===== src/rtl/move_scheduler.sv =====
// move_scheduler: merges held-button auto-repeat user moves with a one-entry
// autonomous request buffer into at most one bounds-checked command per frame tick.
//
//   state    | meaning
//   S_IDLE   | no button held; next tick with a press issues a move at once
//   S_DELAY  | button held; counting HOLD_TICKS before the first repeat
//   S_REPEAT | button held; repeating every REPEAT_TICKS frame ticks
module move_scheduler #(
  parameter int STEP         = 5,
  parameter int X_MIN        = 0,
  parameter int X_MAX        = 639,
  parameter int Y_MIN        = 0,
  parameter int Y_MAX        = 479,
  parameter int HOLD_TICKS   = 15,
  parameter int REPEAT_TICKS = 3
) (
  input  logic               clk,
  input  logic               reset,
  input  logic               frame_tick,
  input  logic [3:0]         btn,
  input  logic               auto_valid,
  input  logic [2:0]         auto_cmd,
  output logic               auto_ready,
  input  logic signed [31:0] Ox,
  input  logic signed [31:0] Oy,
  output logic [2:0]         command,
  output logic               src,
  output logic               blocked
);

  localparam int CNT_MAX = (HOLD_TICKS > REPEAT_TICKS) ? HOLD_TICKS : REPEAT_TICKS;
  localparam int CNT_W   = $clog2(CNT_MAX + 1);

  localparam logic [CNT_W-1:0] HOLD_LD = CNT_W'(HOLD_TICKS);
  localparam logic [CNT_W-1:0] RPT_LD  = CNT_W'(REPEAT_TICKS);
  localparam logic [CNT_W-1:0] CNT_ONE = CNT_W'(1);
  localparam logic [CNT_W-1:0] CNT_ZERO = '0;

  localparam logic [2:0] CMD_NONE  = 3'd0;
  localparam logic [2:0] CMD_LEFT  = 3'd1;
  localparam logic [2:0] CMD_RIGHT = 3'd2;
  localparam logic [2:0] CMD_UP    = 3'd3;
  localparam logic [2:0] CMD_DOWN  = 3'd4;

  localparam logic signed [31:0] STEP_S  = 32'(STEP);
  localparam logic signed [31:0] X_MIN_S = 32'(X_MIN);
  localparam logic signed [31:0] X_MAX_S = 32'(X_MAX);
  localparam logic signed [31:0] Y_MIN_S = 32'(Y_MIN);
  localparam logic signed [31:0] Y_MAX_S = 32'(Y_MAX);

  typedef enum logic [1:0] {
    S_IDLE   = 2'd0,
    S_DELAY  = 2'd1,
    S_REPEAT = 2'd2
  } state_t;

  state_t           r_state;
  state_t           w_state_nxt;
  logic [CNT_W-1:0] r_cnt;
  logic [CNT_W-1:0] w_cnt_nxt;
  logic [2:0]       r_dir;
  logic [2:0]       w_dir_nxt;
  logic [2:0]       w_dir;
  logic             w_hold_ok;
  logic             w_user_go;

  logic             r_buf_valid;
  logic [2:0]       r_buf_cmd;
  logic             w_auto_go;
  logic             w_accept;
  logic             w_cmd_legal;

  logic [2:0]       w_move;
  logic             w_fits;
  logic [2:0]       w_cmd_nxt;
  logic             w_src_nxt;
  logic             w_blk_nxt;

  logic signed [31:0] w_ox_dec;
  logic signed [31:0] w_ox_inc;
  logic signed [31:0] w_oy_dec;
  logic signed [31:0] w_oy_inc;

  // Lowest set button wins: left > right > up > down.
  always_comb begin
    w_dir = CMD_NONE;
    if (btn[0])      w_dir = CMD_LEFT;
    else if (btn[1]) w_dir = CMD_RIGHT;
    else if (btn[2]) w_dir = CMD_UP;
    else if (btn[3]) w_dir = CMD_DOWN;
  end

  assign w_hold_ok = (w_dir != CMD_NONE) && (w_dir == r_dir);

  always_ff @(posedge clk) begin
    if (reset) begin
      r_state <= S_IDLE;
      r_cnt   <= CNT_ZERO;
      r_dir   <= CMD_NONE;
    end else begin
      r_state <= w_state_nxt;
      r_cnt   <= w_cnt_nxt;
      r_dir   <= w_dir_nxt;
    end
  end

  // A release or direction change drops to idle without moving; the new
  // direction then issues on the following tick from S_IDLE.
  always_comb begin
    w_state_nxt = r_state;
    w_cnt_nxt   = r_cnt;
    w_dir_nxt   = r_dir;
    w_user_go   = 1'b0;
    case (r_state)
      S_IDLE: begin
        if (frame_tick && (w_dir != CMD_NONE)) begin
          w_user_go   = 1'b1;
          w_dir_nxt   = w_dir;
          w_cnt_nxt   = HOLD_LD;
          w_state_nxt = S_DELAY;
        end
      end
      S_DELAY, S_REPEAT: begin
        if (!w_hold_ok) begin
          w_state_nxt = S_IDLE;
          w_cnt_nxt   = CNT_ZERO;
          w_dir_nxt   = CMD_NONE;
        end else if (frame_tick) begin
          if (r_cnt == CNT_ONE) begin
            w_user_go   = 1'b1;
            w_cnt_nxt   = RPT_LD;
            w_state_nxt = S_REPEAT;
          end else begin
            w_cnt_nxt = r_cnt - CNT_ONE;
          end
        end
      end
      default: begin
        w_state_nxt = S_IDLE;
        w_cnt_nxt   = CNT_ZERO;
        w_dir_nxt   = CMD_NONE;
      end
    endcase
  end

  assign auto_ready  = !reset && !r_buf_valid;
  assign w_accept    = auto_valid && auto_ready;
  assign w_cmd_legal = (auto_cmd >= CMD_LEFT) && (auto_cmd <= CMD_DOWN);
  assign w_auto_go   = frame_tick && r_buf_valid && !w_user_go;

  // Accept and issue are exclusive: accept needs an empty buffer, issue a full one.
  always_ff @(posedge clk) begin
    if (reset) begin
      r_buf_valid <= 1'b0;
      r_buf_cmd   <= CMD_NONE;
    end else if (w_auto_go) begin
      r_buf_valid <= 1'b0;
      r_buf_cmd   <= CMD_NONE;
    end else if (w_accept && w_cmd_legal) begin
      r_buf_valid <= 1'b1;
      r_buf_cmd   <= auto_cmd;
    end
  end

  assign w_ox_dec = Ox - STEP_S;
  assign w_ox_inc = Ox + STEP_S;
  assign w_oy_dec = Oy - STEP_S;
  assign w_oy_inc = Oy + STEP_S;

  always_comb begin
    w_move = CMD_NONE;
    if (w_user_go)      w_move = w_dir;
    else if (w_auto_go) w_move = r_buf_cmd;
  end

  always_comb begin
    w_fits = 1'b0;
    case (w_move)
      CMD_LEFT:  w_fits = (w_ox_dec >= X_MIN_S);
      CMD_RIGHT: w_fits = (w_ox_inc <= X_MAX_S);
      CMD_UP:    w_fits = (w_oy_dec >= Y_MIN_S);
      CMD_DOWN:  w_fits = (w_oy_inc <= Y_MAX_S);
      default:   w_fits = 1'b0;
    endcase
  end

  // A blocked move still counts as consumed; only the outputs differ.
  always_comb begin
    w_cmd_nxt = CMD_NONE;
    w_src_nxt = 1'b0;
    w_blk_nxt = 1'b0;
    if (w_move != CMD_NONE) begin
      if (w_fits) begin
        w_cmd_nxt = w_move;
        w_src_nxt = w_auto_go;
      end else begin
        w_blk_nxt = 1'b1;
      end
    end
  end

  always_ff @(posedge clk) begin
    if (reset) begin
      command <= CMD_NONE;
      src     <= 1'b0;
      blocked <= 1'b0;
    end else begin
      command <= w_cmd_nxt;
      src     <= w_src_nxt;
      blocked <= w_blk_nxt;
    end
  end

endmodule


===== config.mk =====
export PLATFORM = sky130hd
export DESIGN_NAME = move_scheduler
export DESIGN_NICKNAME = d
export VERILOG_FILES = /design/src/rtl/move_scheduler.sv
export SDC_FILE = /design/constraint.sdc
export NUM_CORES = 1
export LEC_CHECK = 0
export ABC_CLOCK_PERIOD_IN_PS = 7600
export CORE_MARGIN = 1.5
export CORE_UTILIZATION = 35
export DETAILED_ROUTE_END_ITERATION = 7
export GPL_TIMING_DRIVEN = 0
export PLACE_DENSITY = 0.65
export RECOVER_POWER = 100
export SLEW_MARGIN = 10
export SYNTH_ARGS = -nofsm -noshare
export SYNTH_HDL_FRONTEND = slang
export SYNTH_SLANG_ARGS = --single-unit

===== constraint.sdc =====
create_clock -name clk -period 7.6 [get_ports clk]
set_clock_uncertainty 0.1 [all_clocks]
set_input_delay 1.14 -clock clk [delete_from_list [all_inputs] [get_ports clk]]
set_output_delay 1.14 -clock clk [all_outputs]
set_load 0.01 [all_outputs]

# After elaboration in Yosys (flattened, before gate mapping)
# Index checks and enable logic that the tools add are counted.
[totals]
input_bits = 75
reg_bits = 18
[classes]
n_eq_ne = 12
magnitude_cmp = 6
n_mux = 26
reduce_logical = 21
add_sub_neg = 5
bitwise_logic = 2
[ops]
columns = ["operator", "count"]
rows = [
  ["$add A32 B4 Y32 const B", 2],
  ["$ge A32 B1 Y1 const B", 2],
  ["$sub A32 B4 Y32 const B", 2],
  ["$le A32 B10 Y1 const B", 1],
  ["$le A32 B11 Y1 const B", 1],
  ["$mux W3", 8],
  ["$mux W4", 4],
  ["$logic_and A1 B1 Y1", 8],
  ["$mux W2", 4],
  ["$pmux W4 S2", 1],
  ["$eq A3 B2 Y1 const B", 2],
  ["$ne A3 B3 Y1 const B", 2],
  ["$pmux W3 S2", 1],
  ["$reduce_bool A3 Y1", 2],
  ["$reduce_or A2 Y1", 3],
  ["$mux W1", 5],
  ["$eq A4 B1 Y1 const B", 1],
  ["$ne A2 B2 Y1 const B", 2],
  ["$pmux W1 S4", 1],
  ["$pmux W2 S2", 1],
  ["$reduce_and A2 Y1", 2],
  ["$sub A4 B1 Y4 const B", 1],
  ["$eq A3 B1 Y1 const B", 1],
  ["$eq A3 B3 Y1", 1],
  ["other kinds (11)", 14],
]

# Depth between registers and ports, before layout
# Gate-level depths: netlist of the first run.
[logic_depth]
ltp_word = 16
mapped_depth = 9

# Worst setup path before layout of the first run
# Ideal clock, no wire load.
[synth_path]
kind = "input-to-reg"
start = "input btn[1]"
end = "register blocked"
setup_time_ps = 122
path_stages = 8
arrival_time_ps = 3397
path_slack_ps = 3981
required_ps = 7378
cell_sequence = "clkbuf_1 -> or4b_4 -> a21o_1 -> a2111o_1 -> a21o_1 -> a2111oi_4 -> nor3_2 -> o311a_1"
[synth_via]
elab_chain_cells = 13
word_cells_on_any_way = 22
classes_between = "eq/ne (5); mux (9); bitwise (1); reduce/logical (7)"
[synth_rtl]
columns = ["element", "line", "source"]
rows = [
  ["start, declared", "20", "input logic [3:0] btn,"],
  ["$mux W3 *", "88", "else if (btn[1]) w_dir = CMD_RIGHT;"],
  ["$mux W3 *", "87", "if (btn[0]) w_dir = CMD_LEFT;"],
  ["$eq A3 B3 Y1 / $reduce_bool A3 Y1 (equally long branches)", "93, 116", ""],
  ["$logic_and A1 B1 Y1 (on tied branches)", "93, 116", ""],
  ["$mux W1 (on tied branches)", "124, 116", ""],
  ["$pmux W1 S2", "114", "case (r_state)"],
  ["$logic_not A1 Y1", "149", "assign w_auto_go = frame_tick && r_buf_valid && !w_user_go;"],
  ["$logic_and A1 B1 Y1", "149", ""],
  ["$mux W3", "173", "else if (w_auto_go) w_move = r_buf_cmd;"],
  ["$mux W3 *", "172", "if (w_user_go) w_move = w_dir;"],
  ["$eq A3 B3 Y1, or another cell as far along", "178", "case (w_move)"],
  ["$pmux W1 S4 / $not A1 Y1 (equally long branches)", "n/a", ""],
  ["$mux W1 / $reduce_or A2 Y1 (equally long branches)", "n/a", ""],
  ["end signal, assigned", "210", "blocked <= w_blk_nxt;"],
  ["end, declared", "28", "output logic blocked"],
]
# Mark *: on every way between the ends. The rest lies on a longest branch, timed or not.
# A chain may end at the register's enable or synchronous reset.

# Worst setup path in the final report of the first run
[layout_path]
start = "input btn[2]"
end = "register blocked"
[layout_via]
elab_chain_cells = 14
word_cells_on_any_way = 23
classes_between = "eq/ne (5); mux (10); bitwise (1); reduce/logical (7)"
[layout_rtl]
columns = ["element", "line", "source"]
rows = [
  ["$mux W3 *", "89", "else if (btn[2]) w_dir = CMD_UP;"],
  ["$mux W3 *", "88", ""],
  ["$mux W3 *", "87", ""],
  ["$eq A3 B3 Y1 / $reduce_bool A3 Y1 (equally long branches)", "93, 116", ""],
  ["$logic_and A1 B1 Y1 (on tied branches)", "93, 116", ""],
  ["$mux W1 (on tied branches)", "124, 116", ""],
  ["$pmux W1 S2", "114", ""],
  ["$logic_not A1 Y1", "149", ""],
  ["$logic_and A1 B1 Y1", "149", ""],
  ["$mux W3", "173", ""],
  ["$mux W3 *", "172", ""],
  ["$eq A3 B3 Y1, or another cell as far along", "178", ""],
  ["$pmux W1 S4 / $not A1 Y1 (equally long branches)", "n/a", ""],
  ["$mux W1 / $reduce_or A2 Y1 (equally long branches)", "n/a", ""],
]
# Marked as above.

==> impl_metrics.toml, run 1 <==
[synth]
synth_edf_count = 0
ys.flop_type = "dfxtp_1"
ys_ff_latch = 18
yosysSeqAreaShare_pct = 18.1
synth_top_area_share_pct = 18.1
syn-num-nets = 364
syn_area_um2 = 1990
synth.area.top_cells = "dfxtp_1, nor2_1, nor3_1"
synthArstFlopShare_pct = 0
ys_warn_count = 0
yosysTopAreaCell = "dfxtp_1"
syn_area_per_cell_um2 = 6.98
synthDistinctLibCells = 55
syn_inst = 285

[clock_network]
clockBufferDepth = 2
post_cts_resized = 0
cts.sinks = 18
cts-root-buf = "clkbuf_8"
numCtsBuffers = 3
clkSlewWorstSetupHoldPaths_ns = 0.07
post_cts_buffers = 0
hold_buffers = 0
htree_levels = 1
cts_tree = "yes"
clkLatencyLatePin_ns = 0.25

[global_route]
grt_pass1_wl_um = 9790
grt_pass1_vias = 2331
grt_max_degree = 11
grt_overflow_total = 0
grt_usage_pct = 19.1
grt_antenna_before_repair = 0

[status]
status = "finished, final reports clean"

[finish]
syn_to_final_growth_pct = 43.7
drive_above_1_share_pct = 3.29
ff_latch_area_um2 = 360
n_antenna_cell = 0
multi_input_area_um2 = 1510
nFillCells = 577
num-nets-final = 445

[sta]
final.min_clock_period_ns = 4.55
slew_viol_final = 0
tns_ns = 0
max_slew_margin_pct = 3.17
max_freq_mhz = 220
worst_slew_pin_slew_ns = 1.43
timing.final.crit_share_pct = 59.8
hold_violations = 0
hold_slack_ns = 0.417
setup_viol_count_final = 0
grt_setup_unrepaired = "false"

[worst_setup_path]
crit_arrival_ns = 4.59
cp-start-kind = "primary input"
cp_max_fo = 10
cp.required_ns = 7.64
crit_type = "in -> reg"
end_kind = "flip-flop"

[worst_hold_path]
hp-class = "reg -> reg"

[drt]
drtAntennaViolNets = 0
dr.pass1.iters = 4
drt_wl_total_um = 5750
avgViaCountPerCell = 5.68
vias = 2481
wl_per_cell_um = 13.2
drc = 0
drt_iter0_drc = 84

[floorplan]
ios = 81
die_w_um = 78.4
row_count = 27
initial_core_util_pct = 36.1
die_h_um = 78.4
die_area_um2 = 6140
coreArea_um2 = 5510

[flow_run]
cap_violations = 0

[power]
p_per_area_nw_per_um2 = 105
vdd_drop_max_uv = 84.8
p_leak_nw = 1.00

[placement]
post-dp-hpwl_um = 4800
io_buffers = 76
gp_congestion = 0.845
[metrics by stage]
step                std cells  worst slack, ns  total power (W)  utilization, %  cell area (µm²)
floorplan                 285             3.98         0.000165               -             1990
global placement          433             3.37         0.000224            51.6             2840
detailed placement        433             3.37         0.000225            51.6             2840
CTS                       437             3.63         0.000306            52.6             2890
global route              437             2.89         0.000322            51.9             2860
finish                    437             3.05         0.000301            51.9             2860
[power by group]
part / internal [W] / total, W / switching (W)
Combinational: 0.0000619 / 0.000116 / 0.0000541
Sequential: 0.000100 / 0.000105 / 0.00000507
Clock: 0.0000460 / 0.0000795 / 0.0000335
[routing by layer]
metal  GRT usage (%)  part of all wire [%]
met5               0                     0
met1            22.1                    43
met4            3.21                   1.0
met2            37.0                    50
met3            3.26                   5.3
[cells in the final DEF (no fill, tap or decap), types with 6 or more instances in the layout]
cell type	netlist	layout
nand4_1	12	12
nor3_1	21	21
inv_1	12	12
nand3_1	14	14
xnor2_1	7	7
dfxtp_1	18	18
clkdlybuf4s50_1	0	69
nor4_1	16	16
nor2_1	38	38
dlygate4sd3_1	0	7
a21oi_1	19	19
clkbuf_1	6	6
mux2i_1	7	7
o21ai_0	12	12
nand2_1	25	25
[critical path, cell delays in order]
cell and delay (ns):
dlygate4sd3_1 0.63, o41ai_1 1.26, or3b_2 0.34, nand3_1 0.08, a2111oi_0 0.67, nor3_2 0.09
o311a_1 0.38
[sequential cells by signal, summed over array words and instances (netlist names)]
signal / flops
src: 1
command: 3
blocked: 1
r_dir: 3
r_buf_valid: 1
r_buf_cmd: 3
r_state: 2
r_cnt: 4
[synth_stat cells, drive strengths merged (2+ instances only)]
cell and count:
a2111o 2, a2111oi 4, a211o 2, a21o 3, a21oi 19, a22oi 4
a31oi 5, and4bb 2, clkbuf 6, dfxtp 18, ha 4, inv 12
mux2i 7, nand2 25, nand2b 3, nand3 14, nand4 12, nor2 38
nor3 22, nor3b 4, nor4 16, nor4b 3, o211ai 4, o21a 3
o21ai 12, o31a 2, or3 5, or4 4, xnor2 7, xor2 3
[final timing paths]
path / from / end / slack, ns / cells after the start
min reg2reg: r_state[1] / r_state[1] / 0.42 / 2
min: r_state[1] / r_state[1] / 0.42 / 2
max reg2reg: r_dir[1] / blocked / 4.52 / 7
max: btn[2] / blocked / 3.05 / 7
[kinds of logic (layout without fill, tap and decap cells)]
kind of cell / Yosys count / in the layout / share of synthesized area (%)
simple gates: 155 / 155 / 41.4
mux: 7 / 7 / 3.52
fa+ha+maj: 4 / 4 / 2.52
compound gates: 72 / 72 / 26.1
flops: 18 / 18 / 18.1
buf+inv: 19 / 99 / 3.96
xor+xnor: 10 / 10 / 4.41
[cell type report]
cell class                      count  area share, %
Buffer                              7           1.18
Clock buffer                        4           1.93
Inverter                           12           1.58
Multi-Input combinational cell    248           52.9
Sequential cell                    18           12.6
Tap cell                           72           3.15
Timing Repair Buffer               76           26.6
Power figures use the tool's default switching activity.
==> run 2, diff against run 1 <==
Settings changed: ABC_CLOCK_PERIOD_IN_PS 7600 to 4400.
Clock period 7.6 ns to 4.4 ns, I/O delays scaled along.
==> run 2 against run 1 <==
Power increased by 73%; sequential share of layout area down 0.060 points; sequential power is 73% higher; die area unchanged; design area up 0.48%; via count rose by 0.32%; register-to-register slack worse by 2.9 ns; critical endpoint is now src; non-clock buffer count unchanged; combinational power increased by 73%; clock-buffer cell count unchanged; core utilization rose by 0.25 points; flip-flop and latch count did not move.
==> impl_metrics.toml, run 2 (synthesis gave the netlist of run 1 again) <==
[worst_setup_path]
path_cells = "clkdlybuf4s50_1, o41ai_1, or3b_2, nand2_1, a2111oi_0, o31a_1, and4bb_2"
cp.required_ns = 4.45
timing.rr.start = "r_dir[1]"
r2r_slack_ns = 1.60
crit_arrival_ns = 3.90
cp_max_fo = 10
crit_path_start = "btn[2]"
critPathMaxStageDelay_ns = 1.27
reg2reg_to = "src"
crit_family = "compound AO/OA/AOI/OAI gates"
crit_buf_inv = 1
cp_slowest_cell = "o41ai_1"
cp-start-kind = "primary input"
end_kind = "flip-flop"
cp_num_cells = 7
reg2reg_depth = 7
crit_path_end = "src"
crit_type = "in -> reg"

[global_route]
grt_pass1_wl_um = 9790
grt_usage_pct = 19.1
grt_pass1_vias = 2331
grt_max_degree = 11
grt_overflow_total = 0
grt_antenna_before_repair = 0

[finish]
layout_commonest_cell = "clkdlybuf4s50_1"
largest_register = "r_cnt"
num-nets-final = 445
final_cell_mix = "clkdlybuf4s50_1, nor2_1, nand2_1, nor3_1, a21oi_1"
final_util_pct = 52.1
largest_reg_flops = 4
n_antenna_cell = 0
syn_to_final_growth_pct = 44.4
drive_above_1_share_pct = 3.29

[sta]
slew_viol_final = 0
setup_viol_count_final = 0
max_freq_mhz = 260
timing.final.crit_share_pct = 87.6
hold_slack_ns = 0.417
grt_setup_unrepaired = "false"
worst_slew_pin_slew_ns = 1.43
final.min_clock_period_ns = 3.85
max_slew_margin_pct = 3.29
hold_violations = 0
tns_ns = 0

[floorplan]
die_h_um = 78.4
ios = 81
initial_core_util_pct = 36.1
coreArea_um2 = 5510
die_area_um2 = 6140
die_w_um = 78.4
row_count = 27

[clock_network]
cts-root-buf = "clkbuf_8"
post_cts_buffers = 0
clkSlewWorstSetupHoldPaths_ns = 0.07
cts.sinks = 18
post_cts_resized = 0
numCtsBuffers = 3
clkLatencyLatePin_ns = 0.25
clockBufferDepth = 2
hold_buffers = 0
cts_tree = "yes"
htree_levels = 1

[drt]
drtAntennaViolNets = 0
wl_met2_um = 2900
dr.pass1.iters = 4
drt_wl_total_um = 5720
wl_met3_um = 292
drc = 0
highest_layer = "met4"
avgViaCountPerCell = 5.70
vias = 2489
m1WireLength_um = 2480
drt_iter0_drc = 110
wl_per_cell_um = 13.1

[placement]
io_buffers = 76
gp_congestion = 0.845
post-dp-hpwl_um = 4800

[power]
vdd_drop_max_uv = 147
finalPower_w = 0.000521
p_leak_nw = 1.00
p_per_area_nw_per_um2 = 181

[flow_run]
cap_violations = 0

[worst_hold_path]
hp-class = "reg -> reg"

[status]
status = "finished, final reports clean"
## run 2: how the worst min path moves through the flow
| stage | startpoint | end | slack (ns) | cells past startpoint |
|---|---|---|---|---|
| final | r_state[1] | r_state[1] | 0.42 | 2 |
| after global routing | r_state[1] | r_state[1] | 0.47 | 2 |
| after CTS | r_state[1] | r_state[1] | 0.42 | 2 |
| after detailed placement | r_state[1] | r_state[1] | 0.40 | 2 |
| after global placement | r_state[1] | r_state[1] | 0.40 | 2 |
| after floorplan | r_state[1] | r_state[1] | 0.38 | 2 |
## run 2: layout make-up
cell class	count	area, µm²
flip-flops and latches	18	360
well taps	72	90.1
clock buffers	4	55.1
multi-input cells	248	1530
fillers	574	2640
repair buffers	76	761
inverters	12	45.0
plain buffers	7	33.8
## run 2: power breakdown
| part | switching (W) | internal (W) |
|---|---|---|
| Combinational | 0.0000940 | 0.000107 |
| Clock | 0.0000581 | 0.0000795 |
| Sequential | 0.00000873 | 0.000173 |
| Total | 0.000161 | 0.000360 |
## run 2: metal layers
layer | GRT usage [%] | up-vias
met5 | 0 | -
met4 | 3.21 | 0
met3 | 3.26 | 8
met2 | 37.0 | 72
met1 | 22.1 | 1136
li1 | - | 1273
## run 2: tightest hold or removal path: stages, from the launching register on
cell,delay [ns]
dfxtp_1,0.33
nor2_1,0.10
nor3_1,0.05
## run 2: per-stage QoR
step                      instances  cell area (µm²)  setup slack (ns)
after floorplan                 285             1990              1.26
after global placement          433             2840             0.654
after detailed placement        433             2840             0.651
after CTS                       437             2890             0.908
after global routing            437             2870             0.311
final                           437             2870             0.547
==> run 3, diff against run 2 <==
--- a/config.mk
+++ b/config.mk
@@ -6,5 +6,5 @@
 export NUM_CORES = 1
 export LEC_CHECK = 0
-export ABC_CLOCK_PERIOD_IN_PS = 4400
+export ABC_CLOCK_PERIOD_IN_PS = 4600
 export CORE_MARGIN = 1.5
 export CORE_UTILIZATION = 35
@@ -12,5 +12,5 @@
 export GPL_TIMING_DRIVEN = 0
 export PLACE_DENSITY = 0.65
-export RECOVER_POWER = 100
+export RECOVER_POWER = 25
 export SLEW_MARGIN = 10
 export SYNTH_ARGS = -nofsm -noshare
==> constraint.sdc (replaced) <==
create_clock -name clk -period 4.6 [get_ports clk]
set_clock_uncertainty 0.1 [all_clocks]
set_input_delay 0.69 -clock clk [delete_from_list [all_inputs] [get_ports clk]]
set_output_delay 0.69 -clock clk [all_outputs]
set_load 0.1 [all_outputs]
==> run 3 against run 2 <==
Combinational power up 4%; critical path depth did not move; sequential share of layout area decreased by 0.065 points; core utilization is 0.27 points higher; largest cell class unchanged; global-route usage is the same.
==> impl_metrics.toml, run 3 (synthesis gave the netlist of run 1 again) <==
[status]
status = "finished, final reports clean"

[sta]
max_freq_mhz = 256
hold_slack_ns = 0.417
max_slew_margin_pct = 4.65
worst_slew_pin_slew_ns = 1.41
final.min_clock_period_ns = 3.90
timing.final.crit_share_pct = 84.8
tns_ns = 0
hold_violations = 0
slew_viol_final = 0
setup_viol_count_final = 0
grt_setup_unrepaired = "false"

[worst_setup_path]
reg2reg_depth = 7
cp.required_ns = 4.65
crit_arrival_ns = 3.95
cp_num_cells = 7
crit_type = "in -> reg"
crit_path_start = "btn[2]"
r2r_slack_ns = 1.77
end_kind = "flip-flop"
cp_max_fo = 10
timing.rr.start = "r_dir[1]"
reg2reg_to = "src"
crit_buf_inv = 1
cp-start-kind = "primary input"
path_cells = "clkdlybuf4s50_1, o41ai_1, or3b_2, nand2_1, a2111oi_0, o31a_1, and4bb_2"
critPathMaxStageDelay_ns = 1.26
crit_path_end = "src"
crit_family = "compound AO/OA/AOI/OAI gates"
cp_slowest_cell = "o41ai_1"

[finish]
multi_input_area_um2 = 1540
fin_cells = 437
largest_register = "r_cnt"
largest_reg_flops = 4
syn_to_final_growth_pct = 45.2
ff_latch_area_um2 = 360
final_util_pct = 52.4
drive_above_1_share_pct = 4.11
num-nets-final = 445
n_antenna_cell = 0
final_cell_mix = "clkdlybuf4s50_1, nor2_1, nand2_1, nor3_1, a21oi_1"
nFillCells = 572
layout_commonest_cell = "clkdlybuf4s50_1"

[global_route]
grt_max_degree = 11
grt_antenna_before_repair = 0
grt_usage_pct = 19.1
grt_pass1_vias = 2331
grt_overflow_total = 0
grt_pass1_wl_um = 9790

[clock_network]
numCtsBuffers = 3
cts-root-buf = "clkbuf_8"
cts.sinks = 18
clkSlewWorstSetupHoldPaths_ns = 0.07
hold_buffers = 0
clockBufferDepth = 2
clkLatencyLatePin_ns = 0.25
htree_levels = 1
cts_tree = "yes"
post_cts_buffers = 0
post_cts_resized = 0

[power]
finalPower_w = 0.000514
p_leak_nw = 1.01
vdd_drop_max_uv = 140
p_per_area_nw_per_um2 = 178

[drt]
avgViaCountPerCell = 5.65
drt_wl_total_um = 5730
wl_per_cell_um = 13.1
dr.pass1.iters = 5
drc = 0
drtAntennaViolNets = 0
vias = 2468
drt_iter0_drc = 101

[placement]
place_inst = 433
gp_congestion = 0.845
post-dp-hpwl_um = 4800
io_buffers = 76

[floorplan]
row_count = 27
die_area_um2 = 6140
ios = 81
initial_core_util_pct = 36.1
coreArea_um2 = 5510
die_w_um = 78.4
die_h_um = 78.4

[worst_hold_path]
holdPathStages = 2
hp-class = "reg -> reg"

[flow_run]
cap_violations = 0
==> run 3: cell type report <==
class	instances	area share, %
sequential	18	12.5
buffer	7	1.17
tap	72	3.12
inverter	12	1.56
clock buffer	4	1.91
timing repair buffer	76	26.4
multi-input combinational	248	53.4
==> run 3: worst reg2reg max path, stage by stage, from the launching register on <==
cell and delay [ns]:
dfxtp_1 0.36, or3_1 0.38, a211o_1 0.35, a2111oi_2 0.49, nor4_1 0.11, a2111oi_0 0.38
o31a_1 0.30, and4bb_2 0.26
==> run 3: worst min-delay path by stage <==
stage | startpoint | to | slack [ns]
final | r_state[1] | r_state[1] | 0.42
after global routing | r_state[1] | r_state[1] | 0.47
after CTS | r_state[1] | r_state[1] | 0.42
after detailed placement | r_state[1] | r_state[1] | 0.40
after global placement | r_state[1] | r_state[1] | 0.40
after floorplan | r_state[1] | r_state[1] | 0.38
==> run 3: routing by layer <==
metal	GRT usage [%]	share of wire, %	vias to the layer above
li1	-	-	1271
met1	22.1	44	1128
met2	37.0	51	65
met3	3.26	4.4	4
met4	3.21	0.70	0
met5	0	0	-
==> run 3: power by group <==
| group | total [W] | internal [W] | leakage [nW] | switching, W |
|---|---|---|---|---|
| registers | 0.000174 | 0.000165 | 0.147 | 0.00000831 |
| clock network | 0.000132 | 0.0000761 | 0.0288 | 0.0000555 |
| logic | 0.000209 | 0.000104 | 0.829 | 0.000105 |
==> run 3: metrics by stage <==
stage               instance area (µm²)  setup WS (ns)
floorplan                          1990           1.43
global placement                   2840          0.824
detailed placement                 2840          0.821
CTS                                2890           1.08
global route                       2890          0.454
finish                             2890          0.700
